`config.mk`:
```
export PLATFORM = sky130hd
export DESIGN_NAME = quad_sample_sequencer_flat
export DESIGN_NICKNAME = d
export VERILOG_FILES = /design/src/rtl/raster_pkg.sv /design/src/rtl/quad_sample_sequencer_if.sv /design/src/rtl/quad_sample_sequencer_quad_gen.sv /design/src/rtl/quad_sample_sequencer.sv /design/src/flat_wrapper.sv
export SDC_FILE = /design/constraint.sdc
export NUM_CORES = 1
export LEC_CHECK = 0
export BUFFER_PORTS_ARGS = -buffer_cell sky130_fd_sc_hd__buf_4
export CORE_AREA = 3 3 342 344
export DETAILED_ROUTE_END_ITERATION = 10
export DIE_AREA = 0 0 345 347
export GPL_TIMING_DRIVEN = 0
export SLEW_MARGIN = 20
export SYNTH_ARGS = -nofsm -noshare
export SYNTH_HDL_FRONTEND = slang
export SYNTH_HIERARCHICAL = 1
export SYNTH_SLANG_ARGS = --single-unit
```
`constraint.sdc`:
```
create_clock -name clk -period 11.9 [get_ports clk]
set_clock_uncertainty 0.05 [all_clocks]
set_input_delay 1.19 -clock clk [delete_from_list [all_inputs] [get_ports clk]]
set_output_delay 1.19 -clock clk [all_outputs]
set_load 0.01 [all_outputs]
```
`src/rtl/raster_pkg.sv`:
```
// Shared types, constants and helpers for the raster quad sequencer.
// Optional perf counters are enabled by defining QUAD_SEQ_PERF_CNT_EN.
package raster_pkg;
  localparam int SIGFIG = 24;
  localparam int RADIX  = 10;
  localparam int VERTS  = 3;
  localparam int AXIS   = 3;
  localparam int COLORS = 3;

  typedef logic [SIGFIG-1:0]        word_t;
  typedef logic signed [SIGFIG-1:0] sword_t;
  typedef logic signed [SIGFIG:0]   ext_t;
  typedef word_t [AXIS-1:0]         vert_t;
  typedef vert_t [VERTS-1:0]        tri_t;
  typedef word_t [COLORS-1:0]       color_t;
  typedef word_t [1:0]              pt_t;
  typedef pt_t [1:0]                bbox_t;
  typedef word_t [3:0]              lane_t;
  typedef lane_t [1:0]              quad_t;
  typedef logic [4:0]               step_t;

  typedef enum logic {IDLE, WALK} seq_state_t;

  function automatic step_t subsample_step(input logic [3:0] oh);
    step_t k;
    k = step_t'(RADIX);
    unique case (1'b1)
      oh[3]:   k = step_t'(RADIX);
      oh[2]:   k = step_t'(RADIX - 1);
      oh[1]:   k = step_t'(RADIX - 2);
      oh[0]:   k = step_t'(RADIX - 3);
      default: k = step_t'(RADIX);
    endcase
    return k;
  endfunction

  function automatic logic onehot4(input logic [3:0] v);
    return (v != 4'b0) && ((v & (v - 4'd1)) == 4'b0);
  endfunction
endpackage

```
`src/rtl/quad_sample_sequencer_if.sv`:
```
// Upstream triangle handshake bundle for the quad sequencer.
// Optional perf counters are enabled by defining QUAD_SEQ_PERF_CNT_EN.
interface quad_sample_sequencer_if;
  import raster_pkg::*;
  tri_t   tri_in;
  color_t color_in;
  bbox_t  bbox_in;
  logic   valid_in;
  logic   ready_out;

  modport master (
    output tri_in, color_in, bbox_in, valid_in,
    input  ready_out
  );
  modport slave (
    input  tri_in, color_in, bbox_in, valid_in,
    output ready_out
  );
endinterface

```
`src/rtl/quad_sample_sequencer_quad_gen.sv`:
```
// Combinational 2x2 quad positions, in-box valids and walk-step flags.
// Optional perf counters are enabled by defining QUAD_SEQ_PERF_CNT_EN.
module quad_gen
  import raster_pkg::*;
(
  input  sword_t      cx_i,
  input  sword_t      cy_i,
  input  ext_t        s_i,
  input  sword_t      urx_i,
  input  sword_t      ury_i,
  output quad_t       pos_o,
  output logic [3:0]  valid_o,
  output sword_t      nx_o,
  output sword_t      ny_o,
  output logic        row_end_o,
  output logic        last_o
);
  ext_t x0, x1, x2, y0, y1, y2, ux, uy;
  logic vx0, vx1, vy0, vy1;

  // One extra bit so a step past max positive compares as beyond UR
  assign x0 = {cx_i[SIGFIG-1], cx_i};
  assign y0 = {cy_i[SIGFIG-1], cy_i};
  assign ux = {urx_i[SIGFIG-1], urx_i};
  assign uy = {ury_i[SIGFIG-1], ury_i};
  assign x1 = x0 + s_i;
  assign y1 = y0 + s_i;
  assign x2 = x0 + (s_i <<< 1);
  assign y2 = y0 + (s_i <<< 1);

  assign vx0 = x0 <= ux;
  assign vx1 = x1 <= ux;
  assign vy0 = y0 <= uy;
  assign vy1 = y1 <= uy;

  assign valid_o = {vx1 & vy1, vx0 & vy1, vx1 & vy0, vx0 & vy0};

  assign pos_o[0] = {x1[SIGFIG-1:0], x0[SIGFIG-1:0],
                     x1[SIGFIG-1:0], x0[SIGFIG-1:0]};
  assign pos_o[1] = {y1[SIGFIG-1:0], y1[SIGFIG-1:0],
                     y0[SIGFIG-1:0], y0[SIGFIG-1:0]};

  assign nx_o      = x2[SIGFIG-1:0];
  assign ny_o      = y2[SIGFIG-1:0];
  assign row_end_o = x2 > ux;
  assign last_o    = row_end_o && (y2 > uy);
endmodule

```
`src/rtl/quad_sample_sequencer.sv`:
```
// Walks a triangle bounding box in 2x2 sample quads for the jitter-hash stage.
// Optional perf counters are enabled by defining QUAD_SEQ_PERF_CNT_EN.
module quad_sample_sequencer
  import raster_pkg::*;
(
  input  logic       clk,
  input  logic       rst,
  quad_sample_sequencer_if.slave up,
  input  logic       halt_in,
  input  logic       cfg_we,
  input  logic [3:0] cfg_subSample,
  output tri_t       tri_R14S,
  output color_t     color_R14U,
  output quad_t      sample_R14S,
  output logic [3:0] validSamp_R14H,
  output logic [3:0] subSample_RnnnnU,
  output logic       cfg_err,
  output logic       busy
`ifdef QUAD_SEQ_PERF_CNT_EN
  ,
  output logic [31:0] perf_quads,
  output logic [31:0] perf_halts
`endif
);
  seq_state_t state_q;
  logic [3:0] cfg_q, cfg_d;
  logic       cfg_err_q;
  tri_t       tri_q;
  color_t     color_q;
  quad_t      sample_q;
  logic [3:0] vs_q;
  sword_t     urx_q, ury_q, llx_q, cx_q, cy_q;

  logic       idle, cfg_ok;
  step_t      k;
  ext_t       s;
  sword_t     mask, llx_snap, lly_snap;
  logic       degen;
  quad_t      pos;
  logic [3:0] valid;
  sword_t     nx, ny;
  logic       row_end, last;

  assign idle   = state_q == IDLE;
  assign cfg_ok = idle && cfg_we && onehot4(cfg_subSample);
  // A same-cycle config write steers the triangle being accepted
  assign cfg_d  = cfg_ok ? cfg_subSample : cfg_q;
  assign k      = subsample_step(cfg_d);
  assign s      = ext_t'(1) << k;
  assign mask   = ~((sword_t'(1) << k) - sword_t'(1));

  assign llx_snap = $signed(up.bbox_in[0][0]) & mask;
  assign lly_snap = $signed(up.bbox_in[0][1]) & mask;
  assign degen = ($signed(up.bbox_in[1][0]) < $signed(up.bbox_in[0][0]))
              || ($signed(up.bbox_in[1][1]) < $signed(up.bbox_in[0][1]));

  assign up.ready_out     = idle;
  assign busy             = state_q == WALK;
  assign tri_R14S         = tri_q;
  assign color_R14U       = color_q;
  assign sample_R14S      = sample_q;
  assign validSamp_R14H   = vs_q;
  assign subSample_RnnnnU = cfg_q;
  assign cfg_err          = cfg_err_q;

  quad_gen u_gen (
    .cx_i      (cx_q),
    .cy_i      (cy_q),
    .s_i       (s),
    .urx_i     (urx_q),
    .ury_i     (ury_q),
    .pos_o     (pos),
    .valid_o   (valid),
    .nx_o      (nx),
    .ny_o      (ny),
    .row_end_o (row_end),
    .last_o    (last)
  );

  always_ff @(posedge clk or negedge rst) begin
    if (!rst) begin
      state_q   <= IDLE;
      cfg_q     <= 4'b1000;
      cfg_err_q <= 1'b0;
      tri_q     <= '0;
      color_q   <= '0;
      sample_q  <= '0;
      vs_q      <= '0;
      urx_q     <= '0;
      ury_q     <= '0;
      llx_q     <= '0;
      cx_q      <= '0;
      cy_q      <= '0;
    end else begin
      cfg_q <= cfg_d;
      if (idle && cfg_we && !onehot4(cfg_subSample))
        cfg_err_q <= 1'b1;
      case (state_q)
        IDLE: begin
          vs_q <= '0;
          if (up.valid_in) begin
            tri_q   <= up.tri_in;
            color_q <= up.color_in;
            urx_q   <= $signed(up.bbox_in[1][0]);
            ury_q   <= $signed(up.bbox_in[1][1]);
            llx_q   <= llx_snap;
            cx_q    <= llx_snap;
            cy_q    <= lly_snap;
            if (!degen)
              state_q <= WALK;
          end
        end
        WALK: begin
          if (halt_in) begin
            vs_q <= '0;
          end else begin
            sample_q <= pos;
            vs_q     <= valid;
            if (last) begin
              state_q <= IDLE;
            end else if (row_end) begin
              cx_q <= llx_q;
              cy_q <= ny;
            end else begin
              cx_q <= nx;
            end
          end
        end
        default: state_q <= IDLE;
      endcase
    end
  end

`ifdef QUAD_SEQ_PERF_CNT_EN
  logic [31:0] perf_quads_q, perf_halts_q;

  assign perf_quads = perf_quads_q;
  assign perf_halts = perf_halts_q;

  always_ff @(posedge clk or negedge rst) begin
    if (!rst) begin
      perf_quads_q <= '0;
      perf_halts_q <= '0;
    end else if (state_q == WALK) begin
      if (halt_in) begin
        if (perf_halts_q != '1)
          perf_halts_q <= perf_halts_q + 32'd1;
      end else if ((|valid) && (perf_quads_q != '1)) begin
        perf_quads_q <= perf_quads_q + 32'd1;
      end
    end
  end
`endif
endmodule

```
`src/flat_wrapper.sv`:
```
// flat-port wrapper written by rule: the top's interface ports become plain ports
module quad_sample_sequencer_flat import raster_pkg::*;
  (clk, rst, halt_in, cfg_we, cfg_subSample, tri_R14S, color_R14U, sample_R14S, validSamp_R14H, subSample_RnnnnU, cfg_err, busy, up_tri_in, up_color_in, up_bbox_in, up_valid_in, up_ready_out);
  quad_sample_sequencer_if up_i ();
  input  logic clk;
  input  logic rst;
  input  logic halt_in;
  input  logic cfg_we;
  input  logic [3:0] cfg_subSample;
  output tri_t tri_R14S;
  output color_t color_R14U;
  output quad_t sample_R14S;
  output logic [3:0] validSamp_R14H;
  output logic [3:0] subSample_RnnnnU;
  output logic cfg_err;
  output logic busy;
  input wire logic [$bits(up_i.tri_in)-1:0] up_tri_in;
  input wire logic [$bits(up_i.color_in)-1:0] up_color_in;
  input wire logic [$bits(up_i.bbox_in)-1:0] up_bbox_in;
  input wire logic [$bits(up_i.valid_in)-1:0] up_valid_in;
  output wire logic [$bits(up_i.ready_out)-1:0] up_ready_out;
  assign up_i.tri_in = up_tri_in;
  assign up_i.color_in = up_color_in;
  assign up_i.bbox_in = up_bbox_in;
  assign up_i.valid_in = up_valid_in;
  assign up_ready_out = up_i.ready_out;
  quad_sample_sequencer u_core (.clk(clk), .rst(rst), .up(up_i), .halt_in(halt_in), .cfg_we(cfg_we), .cfg_subSample(cfg_subSample), .tri_R14S(tri_R14S), .color_R14U(color_R14U), .sample_R14S(sample_R14S), .validSamp_R14H(validSamp_R14H), .subSample_RnnnnU(subSample_RnnnnU), .cfg_err(cfg_err), .busy(busy));
endmodule
```
**After elaboration in Yosys (flattened, before gate mapping)**

Cells that the tools add are included.

- Flip-flop bits (word level): 514
- Bits in latches: 0
- RAM bits: 0
- Bits in read-only memories: 0
- Output and inout port bits: 491
- Logic and storage cells: 88
- Memories kept: 0

- $add $sub $neg: 6
- Multiply operators: 0
- Divide/modulo/power cells: 0
- Magnitude comparators: 8
- Equality and inequality tests: 4
- Shifts and indexed selects: 2
- Muxes and demuxes: 19
- Bitwise operators: 10
- Reduce and logical (&&, ||, !) cells: 13

Operators by type and width:

| kind | number |
|---|---|
| $mux W24 | 8 |
| $add A24 B25 Y25 | 4 |
| $pmux W24 S2 | 2 |
| $gt A25 B24 Y1 | 2 |
| $le A25 B24 Y1 | 2 |
| $and A24 B24 Y24 | 2 |
| $le A24 B24 Y1 | 2 |
| $lt A24 B24 Y1 | 2 |
| $shl A1 B4 Y25 const A | 1 |
| $not A24 Y24 | 1 |
| $shl A1 B4 Y24 const A | 1 |
| $sub A24 B2 Y24 const B | 1 |
| $pmux W4 S3 | 1 |
| $ne A2 B2 Y1 const B | 4 |
| $pmux W4 S2 | 1 |
| $logic_and A1 B1 Y1 | 5 |
| $and A1 B1 Y1 | 4 |
| $and A4 B4 Y4 | 1 |
| $logic_not A4 Y1 | 1 |
| $mux W1 | 4 |
| $mux W4 | 1 |
| $reduce_and A2 Y1 | 2 |
| $reduce_and A4 Y1 | 1 |
| $reduce_bool A4 Y1 | 1 |
| other kinds (7) | 8 |

**Logic depth before layout (Yosys ltp)**

- Depth after elaboration: 14
- Depth in mapped cells: 30

**Cells and area by module**

Netlist, hierarchy kept.

Modules (own cells, without submodules):

| module | instances | cells each | area an instance (um2) |
|---|---|---|---|
| quad_sample_sequencer | 1 | 2404 | 24681.2 |
| quad_gen | 1 | 1139 | 8827.2 |

**Least setup slack after synthesis**

No wires, ideal clock.

- Kind: input to register
- From: in cfg_subSample[3]
- To: reg u_core.cx_q[12]
- Setup time: 0.121 ns
- Arrival time: 6.395 ns
- Required time: 11.729 ns
- Slack: 5.334 ns
- Cell stages on the path: 23
- Buffers on the path: 3
- Cell sequence: buf_6 nor3b_4 a21oi_1 o221ai_4 and3_2 ha_1 a2111oi_4 a211oi_2 o31a_1 o21a_1 o41a_1 xor2_1 ha_1 and4_1 nand3_1 nor4_1 a21oi_1 a21oi_1 clkbuf_1 buf_1 mux2i_1 a21oi_1 a22o_1

- Word-level cells in the longest chain between the ends: 14
- Elaborated cells on any way between the ends: 25
- Those cells by class: add/sub (4); order compare (2); eq/ne (1); shift (2); mux (7); bitwise (3); reduce/logical (6)

Ends and longest elaborated chain:

| element | line | text |
|---|---|---|
| from (decl) | flat_wrapper.sv:9 | `input logic [3:0] cfg_subSample;` |
| $sub A4 B1 Y4 | raster_pkg.sv:38 | `return (v != 4'b0) && ((v & (v - 4'd1)) == 4'b0);` |
| $and A4 B4 Y4 | raster_pkg.sv:38 |  |
| $logic_not A4 Y1 | raster_pkg.sv:38 |  |
| $logic_and A1 B1 Y1 * | raster_pkg.sv:38 |  |
| $logic_and A1 B1 Y1 * | quad_sample_sequencer.sv:45 | `assign cfg_ok = idle && cfg_we && onehot4(cfg_subSample);` |
| $mux W3 * | quad_sample_sequencer.sv:47 | `assign cfg_d = cfg_ok ? cfg_subSample : cfg_q;` |
| $pmux W4 S3 * | raster_pkg.sv:27 | `unique case (1'b1)` |
| $shl A1 B4 Y25 * | quad_sample_sequencer.sv:49 | `assign s = ext_t'(1) << k;` |
| named net u_core.s[8] | quad_sample_sequencer.sv:36 | `ext_t s;` |
| $add A24 B25 Y25 * | quad_sample_sequencer_quad_gen.sv:28 | `assign x2 = x0 + (s_i <<< 1);` |
| named net u_core.nx[22] | quad_sample_sequencer.sv:41 | `sword_t nx, ny;` |
| $gt A25 B24 Y1 * | quad_sample_sequencer_quad_gen.sv:45 | `assign row_end_o = x2 > ux;` |
| named net u_core.row_end | quad_sample_sequencer.sv:42 | `logic row_end, last;` |
| $mux W24 | quad_sample_sequencer.sv:121 | `end else if (row_end) begin` |
| $mux W24 | quad_sample_sequencer.sv:119 | `if (last) begin` |
| $mux W24 | quad_sample_sequencer.sv:114 | `if (halt_in) begin` |
| $pmux W24 S2 | quad_sample_sequencer.sv:98 | `case (state_q)` |
| to (signal assigned) | quad_sample_sequencer.sv:107 | `cx_q <= llx_snap;` |
| to (signal assigned) | quad_sample_sequencer.sv:122 | `cx_q <= llx_q;` |
| to (signal assigned) | quad_sample_sequencer.sv:125 | `cx_q <= nx;` |
| to (decl) | quad_sample_sequencer.sv:32 | `sword_t urx_q, ury_q, llx_q, cx_q, cy_q;` |

Mark *: on every way through the listed nets, which the timed path passes. The rest lies on a longest branch. The select of a mux whose other input is x is not followed.
A chain may end at the register's enable or synchronous reset.

**Worst setup path after layout**

- From: in cfg_subSample[1]
- To: reg u_core.cx_q[23]

- Word-level cells in the longest chain between the ends: 14
- Elaborated cells on any way between the ends: 25
- Those cells by class: add/sub (4); order compare (2); eq/ne (1); shift (2); mux (7); bitwise (3); reduce/logical (6)

Ends and longest elaborated chain:

| element | line | text |
|---|---|---|
| $sub A4 B1 Y4 | raster_pkg.sv:38 |  |
| $and A4 B4 Y4 | raster_pkg.sv:38 |  |
| $logic_not A4 Y1 | raster_pkg.sv:38 |  |
| $logic_and A1 B1 Y1 * | raster_pkg.sv:38 |  |
| $logic_and A1 B1 Y1 * | quad_sample_sequencer.sv:45 |  |
| $mux W3 * | quad_sample_sequencer.sv:47 |  |
| named net u_core.cfg_d[0] | quad_sample_sequencer.sv:26 | `logic [3:0] cfg_q, cfg_d;` |
| $pmux W4 S3 * | raster_pkg.sv:27 |  |
| (+1 left out) | n/a |  |
| named net u_core.s[9] | quad_sample_sequencer.sv:36 |  |
| $add A24 B25 Y25 * | quad_sample_sequencer_quad_gen.sv:28 |  |
| named net u_core.nx[22] | quad_sample_sequencer.sv:41 |  |
| $gt A25 B24 Y1 * | quad_sample_sequencer_quad_gen.sv:45 |  |
| named net u_core.row_end | quad_sample_sequencer.sv:42 |  |
| $mux W24 | quad_sample_sequencer.sv:121 |  |
| $mux W24 | quad_sample_sequencer.sv:119 |  |
| $mux W24 | quad_sample_sequencer.sv:114 |  |
| $pmux W24 S2 | quad_sample_sequencer.sv:98 |  |

Marks and branches as above.

==> impl_metrics.env <==
export IMPL_outcome="complete, no violations"
export IMPL_period_share=0.683
export IMPL_track_usage=0.241
export IMPL_die_x_microns=345
export IMPL_yosysSeqAreaShare=0.456
export IMPL_synth_top_area_cell="dfrtp_1"
export IMPL_grt_max_degree=96
export IMPL_crit_path_start_kind="input port"
export IMPL_ys_flop_type="dfrtp_1"
export IMPL_maxCapViolCount=0
export IMPL_yosysUniqueCellTypes=80
export IMPL_r2r_cells=25
export IMPL_path_clk_slew_ns=0.06
export IMPL_yosys_warnings=6
export IMPL_vias=29684
export IMPL_cts_buffers_inserted=76
export IMPL_ant_nets=0
export IMPL_hp_class="register to register"
export IMPL_worstHoldStart="u_core/subSample_RnnnnU[3]"
export IMPL_firstDrtPassIters=5
export IMPL_hold_buffers=0
export IMPL_fmax_mhz=123
export IMPL_syn_inst=3543
export IMPL_ioPinCount=884
export IMPL_slew_violations=0
export IMPL_fp_dieArea_sq_um=120000
export IMPL_h_tree_depth=3
export IMPL_async_flop_share=1.00
export IMPL_routedWlPerCell_microns=23.9
export IMPL_fin_cells=6194
export IMPL_crit_arrival_ns=8.56
export IMPL_regArea_sq_um=15300
export IMPL_setup_viol=0
export IMPL_layout_nets=5273
export IMPL_numPortBuffers=882
export IMPL_reg2reg_to="u_core/cx_q[23]"
export IMPL_r2r_setup_slack_ns=3.82
export IMPL_fin_crit_ns=8.13
export IMPL_tightest_slew_ns=1.09
export IMPL_multi_input_area_sq_um=16400
export IMPL_core_area_sq_um=114000
export IMPL_cts_tree="done"
export IMPL_pwr_share_comb=0.538
export IMPL_clockBufferDepth=3
export IMPL_hold_viol=0
export IMPL_holdPathEnd="u_core/subSample_RnnnnU[3]"
export IMPL_slew_headroom=0.274
export IMPL_drcViolationCount=0
export IMPL_antenna_found_initial=68
export IMPL_start_util=0.293
export IMPL_net_switching_power_w=0.00566
export IMPL_grt_pass1_vias=29954
export IMPL_switching_share=0.418
export IMPL_synth_edf_count=0
export IMPL_critPathMaxFanout=10
export IMPL_final_util=0.397
export IMPL_finalPower_w=0.0136
export IMPL_cts_sinks=610
export IMPL_whs_ns=0.409
export IMPL_crit_type="input port to register"
export IMPL_overflow=0
export IMPL_die_h_microns=347
export IMPL_cts_root_buf="clkbuf_16"
export IMPL_drt_iter0_markers=2122
export IMPL_cp_required_ns=12.33
export IMPL_r2r_start="u_core/busy"
export IMPL_endpoint_kind="register"
export IMPL_nFillCells=11497
export IMPL_ys_ff_latch=610
export IMPL_synth_top_cell_area_share=0.455
export IMPL_setup_tns_final_ns=0
export IMPL_wl_microns=148000
export IMPL_rows=124
export IMPL_p_int_w=0.00789
export IMPL_place_inst=6023
export IMPL_p_clk_frac=0.188
export IMPL_grt_pass1_wl_microns=212000
export IMPL_cts_resized=0
export IMPL_syn_mean_instance_area_sq_um=9.46
export IMPL_dpl_hpwl_microns=121000
export IMPL_power_density_nw_per_um2=299
export IMPL_yosys_top_cells_area="dfrtp_1 (45%), nand2_1 (13%), ha_1 (11%)"
export IMPL_synthesis_area_sq_um=33500
export IMPL_vdd_ir_drop_max_uv=133
export IMPL_gp_congestion=0.905
export IMPL_worstSkewPairLatency_ns=0.65
export IMPL_rsz0062_at_grt="no"
export IMPL_hold_depth=2
export IMPL_p_leak_nw=23.9
export IMPL_p_seq_frac=0.274
export IMPL_via_per_inst=4.79
export IMPL_drive_above_1_share=0.306
export IMPL_post_cts_buffers=0
export IMPL_area_growth_pct=35.3
## metal layers
layer  up-vias  track usage  share of wire
met5         -            0        0.00054
li1      13905            -              -
met2      1077        0.379           0.45
met4        12       0.0823          0.032
met1     14495        0.317           0.43
met3       195       0.0725          0.085
## power by group through the flow
stage / combinational, W / clock (W) / sequential (W)
global route: 0.00804 / 0.00268 / 0.00385
CTS: 0.00728 / 0.00261 / 0.00373
global placement: 0.00711 / 0 / 0.00372
finish: 0.00729 / 0.00254 / 0.00372
floorplan: 0.00403 / 0 / 0.00387
detailed placement: 0.00725 / 0 / 0.00374
## final cells by class
| type | count | share of cell area |
|---|---|---|
| Inverter | 127 | 0.0105 |
| Sequential cell | 610 | 0.337 |
| Clock inverter | 34 | 0.0126 |
| Tap cell | 1512 | 0.0417 |
| Buffer | 274 | 0.0360 |
| Antenna cell | 35 | 0.00193 |
| Timing Repair Buffer | 889 | 0.150 |
| Clock buffer | 102 | 0.0477 |
| Multi-Input combinational cell | 2611 | 0.363 |
## flip-flops by register name (all words and copies together) (netlist names)
| register | cells |
|---|---|
| u_core/tri_R14S | 216 |
| u_core/sample_R14S | 192 |
| u_core/color_R14U | 72 |
| u_core/cx_q | 24 |
| u_core/cy_q | 24 |
| u_core/llx_q | 24 |
| u_core/urx_q | 24 |
| u_core/ury_q | 24 |
| u_core/subSample_RnnnnU | 4 |
| u_core/validSamp_R14H | 4 |
| u_core/busy | 1 |
| u_core/cfg_err | 1 |
## worst max-delay path by stage
stage,slack (ns),endpoint,startpoint
2_1_floorplan,5.33,u_core/cx_q[12],cfg_subSample[3]
3_3_place_gp,2.22,u_core/color_R14U[3],rst
3_5_place_dp,3.20,u_core/cx_q[23],cfg_subSample[1]
4_1_cts,3.87,u_core/cx_q[23],cfg_subSample[1]
5_1_grt,3.39,u_core/cx_q[23],cfg_subSample[1]
6_report,3.77,u_core/cx_q[23],cfg_subSample[1]
## synthesized netlist by cell type, drive strengths merged (5+ instances only)
master   count
nor4         6
nor2b       19
o31ai       15
a31oi       18
nand3       23
nor3        22
mux2i       34
and4         6
mux2       194
and2        15
or3          5
xor2        27
buf        176
a21o       112
nand4       44
a221oi       6
a2111oi      5
o211ai      16
nand2b      13
inv        127
nand2     1139
a211oi      22
o21bai      14
dfrtp      609
a31o         8
ha         287
o21ai      109
and3        10
or2          7
a21oi      142
clkbuf      98
nor2        79
o21a        14
xnor2       63
## critical path, stage by stage
cell and delay, ns:
buf_4 0.11, buf_4 0.16, a21oi_1 0.12, nand4_1 0.10, a32oi_1 0.70, inv_2 0.22, nor2_1 0.80, ha_1 0.44
o21ai_0 0.10, o2bb2ai_1 0.17, a211oi_2 0.10, o31a_1 0.29, o21a_1 0.20, o41a_1 0.32, xor2_1 0.18, ha_1 0.33
and4_1 0.20, nand3_1 0.15, nor4_1 0.39, a21oi_1 0.11, a21oi_1 0.36, clkbuf_1 0.41, buf_1 0.69, mux2i_1 0.27
nor2_1 0.06, a21oi_1 0.23, o21ai_0 0.11
## logic make-up after synthesis
logic type      synth area share
xor+xnor                  0.0235
compound gates             0.103
flops                      0.456
buf+inv                   0.0627
simple gates               0.170
mux                       0.0754
fa+ha+maj                  0.110
other cells             0.000224
## placed cells by master, fill, tap and decap left out, drive strengths merged, types with 27 or more instances in the layout
master / netlist / layout
buf: 176 / 1065
diode: 0 / 35
a21o: 112 / 112
ha: 287 / 287
nor2: 79 / 79
clkbuf: 98 / 200
dfrtp: 609 / 609
a21oi: 142 / 142
xor2: 27 / 27
xnor2: 63 / 63
nand2: 1139 / 1139
mux2: 194 / 194
o21ai: 109 / 109
mux2i: 34 / 34
conb: 2 / 81
nand4: 44 / 44
inv: 127 / 128
## through the flow
stage	cell area, sq um	setup WS [ns]
after global placement	42300	2.22
after detailed placement	42500	3.20
after floorplan	33800	5.33
final	45300	3.77
after CTS	45300	3.87
after global routing	45300	3.39
(Power assumes the default switching activity.)
